$ cat config.mk
export PLATFORM = sky130hd
export DESIGN_NAME = l1_tlb_param
export DESIGN_NICKNAME = d
export VERILOG_FILES = /design/src/rtl/l1_tlb_param.sv
export SDC_FILE = /design/constraint.sdc
export NUM_CORES = 1
export LEC_CHECK = 0
export BUFFER_PORTS_ARGS = -buffer_cell sky130_fd_sc_hd__buf_2
export CAP_MARGIN = 20
export CORE_ASPECT_RATIO = 0.75
export CORE_UTILIZATION = 45
export DETAILED_ROUTE_END_ITERATION = 10
export GPL_ROUTABILITY_DRIVEN = 1
export PLACE_DENSITY = 0.65
export SETUP_SLACK_MARGIN = 0.15
export SLEW_MARGIN = 20
export SYNTH_ARGS = -nofsm -noshare
export SYNTH_HDL_FRONTEND = slang
export SYNTH_SLANG_ARGS = --single-unit
export TNS_END_PERCENT = 30
$ cat constraint.sdc
create_clock -name clock -period 12.65 [get_ports clock]
set_input_delay 1.265 -clock clock [delete_from_list [all_inputs] [get_ports clock]]
set_output_delay 1.265 -clock clock [all_outputs]
set_load 0.01 [all_outputs]
$ cat src/rtl/l1_tlb_param.sv
// l1_tlb_param: parametrised fully associative L1 TLB with ASID tags, selective flush and tree PLRU
module l1_tlb_param #(
  parameter int ENTRIES = 8,
  parameter int VPN_W   = 27,
  parameter int PPN_W   = 20,
  parameter int ASID_W  = 7
) (
  input  logic              clock,
  input  logic              reset,
  input  logic              req_valid,
  output logic              req_ready,
  input  logic [VPN_W-1:0]  req_vpn,
  input  logic              req_store,
  input  logic              req_fetch,
  input  logic              req_priv_s,
  input  logic              vm_enabled,
  input  logic [ASID_W-1:0] cur_asid,
  input  logic              status_sum,
  input  logic              status_mxr,
  output logic              resp_miss,
  output logic [PPN_W-1:0]  resp_ppn,
  output logic              resp_xcpt_ld,
  output logic              resp_xcpt_st,
  output logic              resp_xcpt_if,
  output logic              ptw_req_valid,
  input  logic              ptw_req_ready,
  output logic [VPN_W-1:0]  ptw_req_vpn,
  output logic              ptw_req_store,
  output logic              ptw_req_fetch,
  input  logic              ptw_resp_valid,
  input  logic [PPN_W-1:0]  ptw_resp_ppn,
  input  logic              ptw_resp_v,
  input  logic              ptw_resp_r,
  input  logic              ptw_resp_w,
  input  logic              ptw_resp_x,
  input  logic              ptw_resp_u,
  input  logic              ptw_resp_g,
  input  logic              ptw_resp_d,
  input  logic              flush_valid,
  input  logic              flush_use_asid,
  input  logic              flush_use_vpn,
  input  logic [ASID_W-1:0] flush_asid,
  input  logic [VPN_W-1:0]  flush_vpn
);
  localparam int IW = $clog2(ENTRIES);
  typedef enum logic [1:0] {S_READY, S_REQUEST, S_WAIT, S_WAIT_INV} state_t;
  state_t state_q, state_d;
  logic [ENTRIES-1:0] valid_q, valid_d, g_q, u_q, r_q, w_q, x_q, d_q, hit;
  logic [VPN_W-1:0] tag_vpn_q [ENTRIES];
  logic [ASID_W-1:0] tag_asid_q [ENTRIES];
  logic [PPN_W-1:0] ppn_q [ENTRIES];
  logic [ENTRIES-2:0] plru_q, plru_d;
  logic [VPN_W-1:0] vpn_q;
  logic store_q, fetch_q;
  logic [ASID_W-1:0] asid_q;
  logic [IW-1:0] victim_q, victim, hit_idx;
  logic [PPN_W-1:0] hit_ppn;
  logic any_hit, hu, hr, hw, hx, hd, user_ok, chk, refill, lookup_hit, take;

  // Point every tree node on the path to idx away from it.
  function automatic logic [ENTRIES-2:0] touch(input logic [ENTRIES-2:0] t, input logic [IW-1:0] idx);
    logic [ENTRIES-2:0] o;
    int n;
    o = t;
    n = 0;
    for (int l = IW - 1; l >= 0; l--) begin
      o[n] = !idx[l];
      n = 2 * n + 1 + int'(idx[l]);
    end
    return o;
  endfunction

  // Follow the tree bits from the root down to the least recently used leaf.
  function automatic logic [IW-1:0] plru_victim(input logic [ENTRIES-2:0] t);
    logic [IW-1:0] v;
    int n;
    v = '0;
    n = 0;
    for (int l = IW - 1; l >= 0; l--) begin
      v[l] = t[n];
      n = 2 * n + 1 + int'(t[n]);
    end
    return v;
  endfunction

  // Associative match, hit-entry fields and refill victim choice.
  always_comb begin
    hit = '0;
    hit_idx = '0;
    hit_ppn = '0;
    {hu, hr, hw, hx, hd} = '0;
    victim = plru_victim(plru_q);
    for (int i = ENTRIES - 1; i >= 0; i--) begin
      hit[i] = valid_q[i] && tag_vpn_q[i] == req_vpn && (g_q[i] || tag_asid_q[i] == cur_asid);
      hit_idx = hit_idx | (hit[i] ? IW'(i) : '0);
      hit_ppn = hit_ppn | (ppn_q[i] & {PPN_W{hit[i]}});
      {hu, hr, hw, hx, hd} = {hu, hr, hw, hx, hd} | ({u_q[i], r_q[i], w_q[i], x_q[i], d_q[i]} & {5{hit[i]}});
      victim = valid_q[i] ? victim : IW'(i);
    end
    any_hit = |hit;
  end

  // Lookup response and permission checks.
  always_comb begin
    chk = vm_enabled && req_valid && any_hit && state_q == S_READY;
    user_ok = req_priv_s ? (!hu || status_sum) : hu;
    resp_miss = vm_enabled && req_valid && (!any_hit || state_q != S_READY);
    resp_ppn = vm_enabled ? hit_ppn : req_vpn[PPN_W-1:0];
    resp_xcpt_if = chk && req_fetch && (!user_ok || !hx);
    resp_xcpt_ld = chk && !req_fetch && !req_store && (!user_ok || !(hr || (status_mxr && hx)));
    resp_xcpt_st = chk && req_store && (!user_ok || !hw || !hd);
    req_ready = state_q == S_READY;
    ptw_req_valid = state_q == S_REQUEST;
    ptw_req_vpn = vpn_q;
    ptw_req_store = store_q;
    ptw_req_fetch = fetch_q;
  end

  // Refill FSM next state plus valid-bit and PLRU updates.
  always_comb begin
    state_d = state_q;
    case (state_q)
      S_READY:   state_d = (req_valid && vm_enabled && !any_hit && !flush_valid) ? S_REQUEST : S_READY;
      S_REQUEST: state_d = ptw_req_ready ? (flush_valid ? S_WAIT_INV : S_WAIT) : (flush_valid ? S_READY : S_REQUEST);
      S_WAIT:    state_d = ptw_resp_valid ? S_READY : (flush_valid ? S_WAIT_INV : S_WAIT);
      default:   state_d = ptw_resp_valid ? S_READY : S_WAIT_INV;
    endcase
    take = state_q == S_READY && state_d == S_REQUEST;
    refill = state_q == S_WAIT && ptw_resp_valid && !flush_valid;
    lookup_hit = state_q == S_READY && req_valid && vm_enabled && any_hit;
    valid_d = valid_q;
    if (refill) valid_d[victim_q] = 1'b1;
    for (int i = 0; i < ENTRIES; i++)
      if (flush_valid && (!flush_use_vpn || tag_vpn_q[i] == flush_vpn) &&
          (!flush_use_asid || (!g_q[i] && tag_asid_q[i] == flush_asid))) valid_d[i] = 1'b0;
    plru_d = plru_q;
    if (lookup_hit) plru_d = touch(plru_q, hit_idx);
    if (refill) plru_d = touch(plru_q, victim_q);
  end

  // Control state with synchronous reset.
  always_ff @(posedge clock) begin
    if (reset) begin
      state_q <= S_READY;
      valid_q <= '0;
      plru_q <= '0;
    end else begin
      state_q <= state_d;
      valid_q <= valid_d;
      plru_q <= plru_d;
    end
  end

  // Miss latch and entry payload; these need no reset.
  always_ff @(posedge clock) begin
    if (take) begin
      vpn_q <= req_vpn;
      store_q <= req_store;
      fetch_q <= req_fetch;
      asid_q <= cur_asid;
      victim_q <= victim;
    end
    if (refill) begin
      tag_vpn_q[victim_q] <= vpn_q;
      tag_asid_q[victim_q] <= asid_q;
      ppn_q[victim_q] <= ptw_resp_ppn;
      g_q[victim_q] <= ptw_resp_g;
      u_q[victim_q] <= ptw_resp_u;
      r_q[victim_q] <= ptw_resp_r && ptw_resp_v;
      w_q[victim_q] <= ptw_resp_w && ptw_resp_v;
      x_q[victim_q] <= ptw_resp_x && ptw_resp_v;
      d_q[victim_q] <= ptw_resp_d && ptw_resp_v;
    end
  end
endmodule

==> reports/results.txt <==
routed len/inst -> 37.50 um
number of cells on the critical path -> 12
crit path buf inv count -> 4
FF-to-FF setup slack -> 8430 ps
Syn Nets -> 1880
fin crit period -> 5959 ps
Logic pwr share -> 6.9%
first-pass GRT wire length -> 134.6 mm
DR vias/cell -> 6.360
routability congestion estimate from global placement -> 1.016
fin. max-slew vios -> 0
Initial Util -> 45.86%
P_sw -> 0.9313 mW
failing checks -> DRC
Async S/R FF share, synth -> 0%
CP Launch Type -> input port
Crit path largest cell delay -> 850 ps
WL final -> 99.91 mm
Hold Startpoint -> plru_q[2]$_SDFFE_PP0P_
fraction of the yosys area taken by sequential cells -> 63.46%
Post-CTS Setup Inserts -> 0
H-tree level count -> 2
number of hold violations in the final report -> 0
area grow syn2layout -> 12.77%
pin count of the biggest net entering global routing -> 62
Seq pwr share -> 50.9%
fill count -> 4628
Setup Viol. Count Final -> 0
Mean Syn Cell Area -> 14.28 um2
crit-path max FO -> 25
drt initial violations -> 2299
CTS Buf Count -> 53
Total Nets Final -> 2018
DR pass1 iterations -> 9
post-synthesis register bit count -> 536
gr ovfl total -> 0
worst r2r src -> tag_vpn_q[4][13]$_DFFE_PP_
family with the most delay on the worst path -> compound AO/OA/AOI/OAI gates
die height -> 206.5 um
Netlist Area Pre-Place -> 25100 um2
CP endpoint kind -> output pin
Worst Max-Slew Pin Slew -> 1151 ps
initial antenna violation count -> 5
top-level I/O count -> 164
non-filler cells, final -> 2664
Fmax achieved -> 167.8 MHz
root buffer cell -> clkbuf_16
Total Neg Setup Slack -> 0 ps
Reg2Reg Depth -> 12
min-delay worst type -> reg -> reg
DPL Wire Length -> 69.56 mm
Reg clk slew, reported paths -> 70 ps
die area -> 56730 um2
maximum clock path buffer count -> 3
vias in the first global route -> 16010
Max VDD drop -> 0.1165 mV
Rows -> 74
Reg2Reg Capture Point -> plru_q[0]$_SDFFE_PP0P_
CP Data Required Time -> 11390 ps
CTS tree -> done
die width -> 274.7 um
Int Pwr -> 2.920 mW
layout cells sized above 1 -> 14.90%
CTS sink count -> 536
CP Cell Sequence -> buf_2 > xnor2_1 > nand4_1 > nor4_1 > buf_4 > and3_1 > buf_4 > a22o_1 > a221oi_1 > a311oi_1 > o311a_1 > buf_2
Sw Ratio -> 24.18%
crit path launch -> req_vpn[25]
Setup crit end -> resp_xcpt_ld
yosys warns -> 0
Cells after Synth -> 1758
DR vias -> 16940
crit path kind -> in -> out
worst-skew pair later-pin latency -> 640 ps
RSZ-0062 raised after global routing -> false
Core Box Area -> 54720 um2
placed insts -> 2563
P per Cell Area -> 136.1 nW/um2
Post-synth EDFFs -> 519
antenna-violating nets left -> 0
status -> finished with violations
Post-CTS Hold Buffers -> 0
Crit path arrival time -> 4690 ps
clock power share -> 42.2%
post-cts sizing count -> 0
Main synth FF type -> edfxtp_1
max_slew headroom -> 23.26%
DR DRC count -> 10
final period utilization -> 47.11%
port bufs -> 163
Leak -> 8.933 nW
Final Skew -> 30.45 ps
slowest CP cell -> xnor2_1
total global routing track utilization -> 35.36%
Cell variety after synth -> 61
MaxCap Viol Count -> 0
metal layers:
layer / share of wire [%] / track usage (%) / up-vias
li1: - / - / 7005
met1: 43 / 52.91 / 8727
met2: 43 / 51.16 / 1078
met3: 11 / 8.551 / 132
met4: 2.5 / 9.206 / 2
met5: 0.013 / 0 / -
how the worst min path moves through the flow:
stage / to / depth (start not counted)
after floorplan: plru_q[2]$_SDFFE_PP0P_ / 2
after global placement: plru_q[2]$_SDFFE_PP0P_ / 2
after detailed placement: plru_q[2]$_SDFFE_PP0P_ / 2
after CTS: plru_q[2]$_SDFFE_PP0P_ / 2
after global routing: plru_q[2]$_SDFFE_PP0P_ / 2
final: plru_q[2]$_SDFFE_PP0P_ / 2
cells in the mapped netlist, drive strengths merged (6+ instances only):
library cell  number  area share (%)
a21oi             11            0.26
a221oi            43             1.5
a22o              45             1.6
a22oi             12            0.36
a31oi             28            0.70
a41o               6            0.24
and2               8            0.20
and3              11            0.27
buf               41            0.99
clkbuf            60            0.90
dfxtp             17             1.4
edfxtp           519              62
ha                13            0.65
inv                9            0.13
nand2             22            0.33
nand3             20            0.40
nand4            148             3.7
nor2              32            0.49
nor3              20            0.46
nor4              60             1.6
o21ai             18            0.36
o41ai              9            0.34
or4               12            0.37
xnor2            359              13
xor2             186             6.5
registers in the layout, indices dropped and copies added, names as in the netlist, 2 cells and up:
signal / count
ppn_q: 160
ptw_req_vpn: 27
valid_q: 8
u_q: 8
r_q: 8
d_q: 8
victim_q: 3
state_q: 2
x_q: 8
w_q: 8
tag_asid_q: 56
plru_q: 7
g_q: 8
asid_q: 7
tag_vpn_q: 216
worst register-to-register path: cells and delay by family, from the launching register on:
kind                       cells  cell delay (ps)
AOI/OAI and AO/OA              2              260
xor gates and xnor gates       1              620
adders and majority gates      1              330
buffers and inverters          1              420
DFF                            1              470
and+or+nand+nor                7             1950
power groups by stage:
| stage | registers [mW] | logic [mW] | clock network, mW |
|---|---|---|---|
| global placement | 2.00 | 0.261 | 0 |
| global route | 1.96 | 0.274 | 1.70 |
| finish | 1.96 | 0.267 | 1.63 |
| floorplan | 1.99 | 0.138 | 0 |
| CTS | 1.96 | 0.260 | 1.64 |
| detailed placement | 2.00 | 0.258 | 0 |
cells by family after synthesis:
group,share of synthesized area (%)
multiplexers,0.2443
flip-flops,63.46
buffers and inverters,2.029
XOR/XNOR,19.08
adder cells (fa/ha/maj),0.6481
AO/OA/AOI/OAI,6.332
AND/OR/NAND/NOR,8.211
cells in the final DEF (no fill, tap or decap), types with 18 or more instances in the layout:
cell type    n
edfxtp_1   519
xnor2_1    357
xor2_1     186
buf_2      163
nand4_1    148
nor4_1      59
clkbuf_16   53
a22o_1      45
a221oi_1    42
nor2_1      31
a31oi_1     28
nand2_1     22
buf_4       21
nand3_1     20
o21ai_0     18
through the flow:
step                cell area, um2  util [%]  power, mW  setup slack (ps)  hold slack (ps)
floorplan                    25100         -      2.126              7645            447.7
global placement             26540     48.50      2.258              6725            476.0
detailed placement           26540     48.50      2.255              6852            473.0
CTS                          28290     51.71      3.857              6840            484.6
global route                 28300     51.71      3.929              6523            517.3
finish                       28300     51.72      3.851              6691            484.4
cell type report:
cell class	count	area, um2	area share (%)
clock buffers	63	1364	4.819
inverters	9	33.78	0.1194
multi-input cells	1112	8703	30.75
repair buffers	184	973.4	3.440
clock inverters	35	390.4	1.379
flip-flops and latches	536	15930	56.27
diodes	3	7.507	0.02653
well taps	722	903.4	3.192
Power figures use the tool's default switching activity.
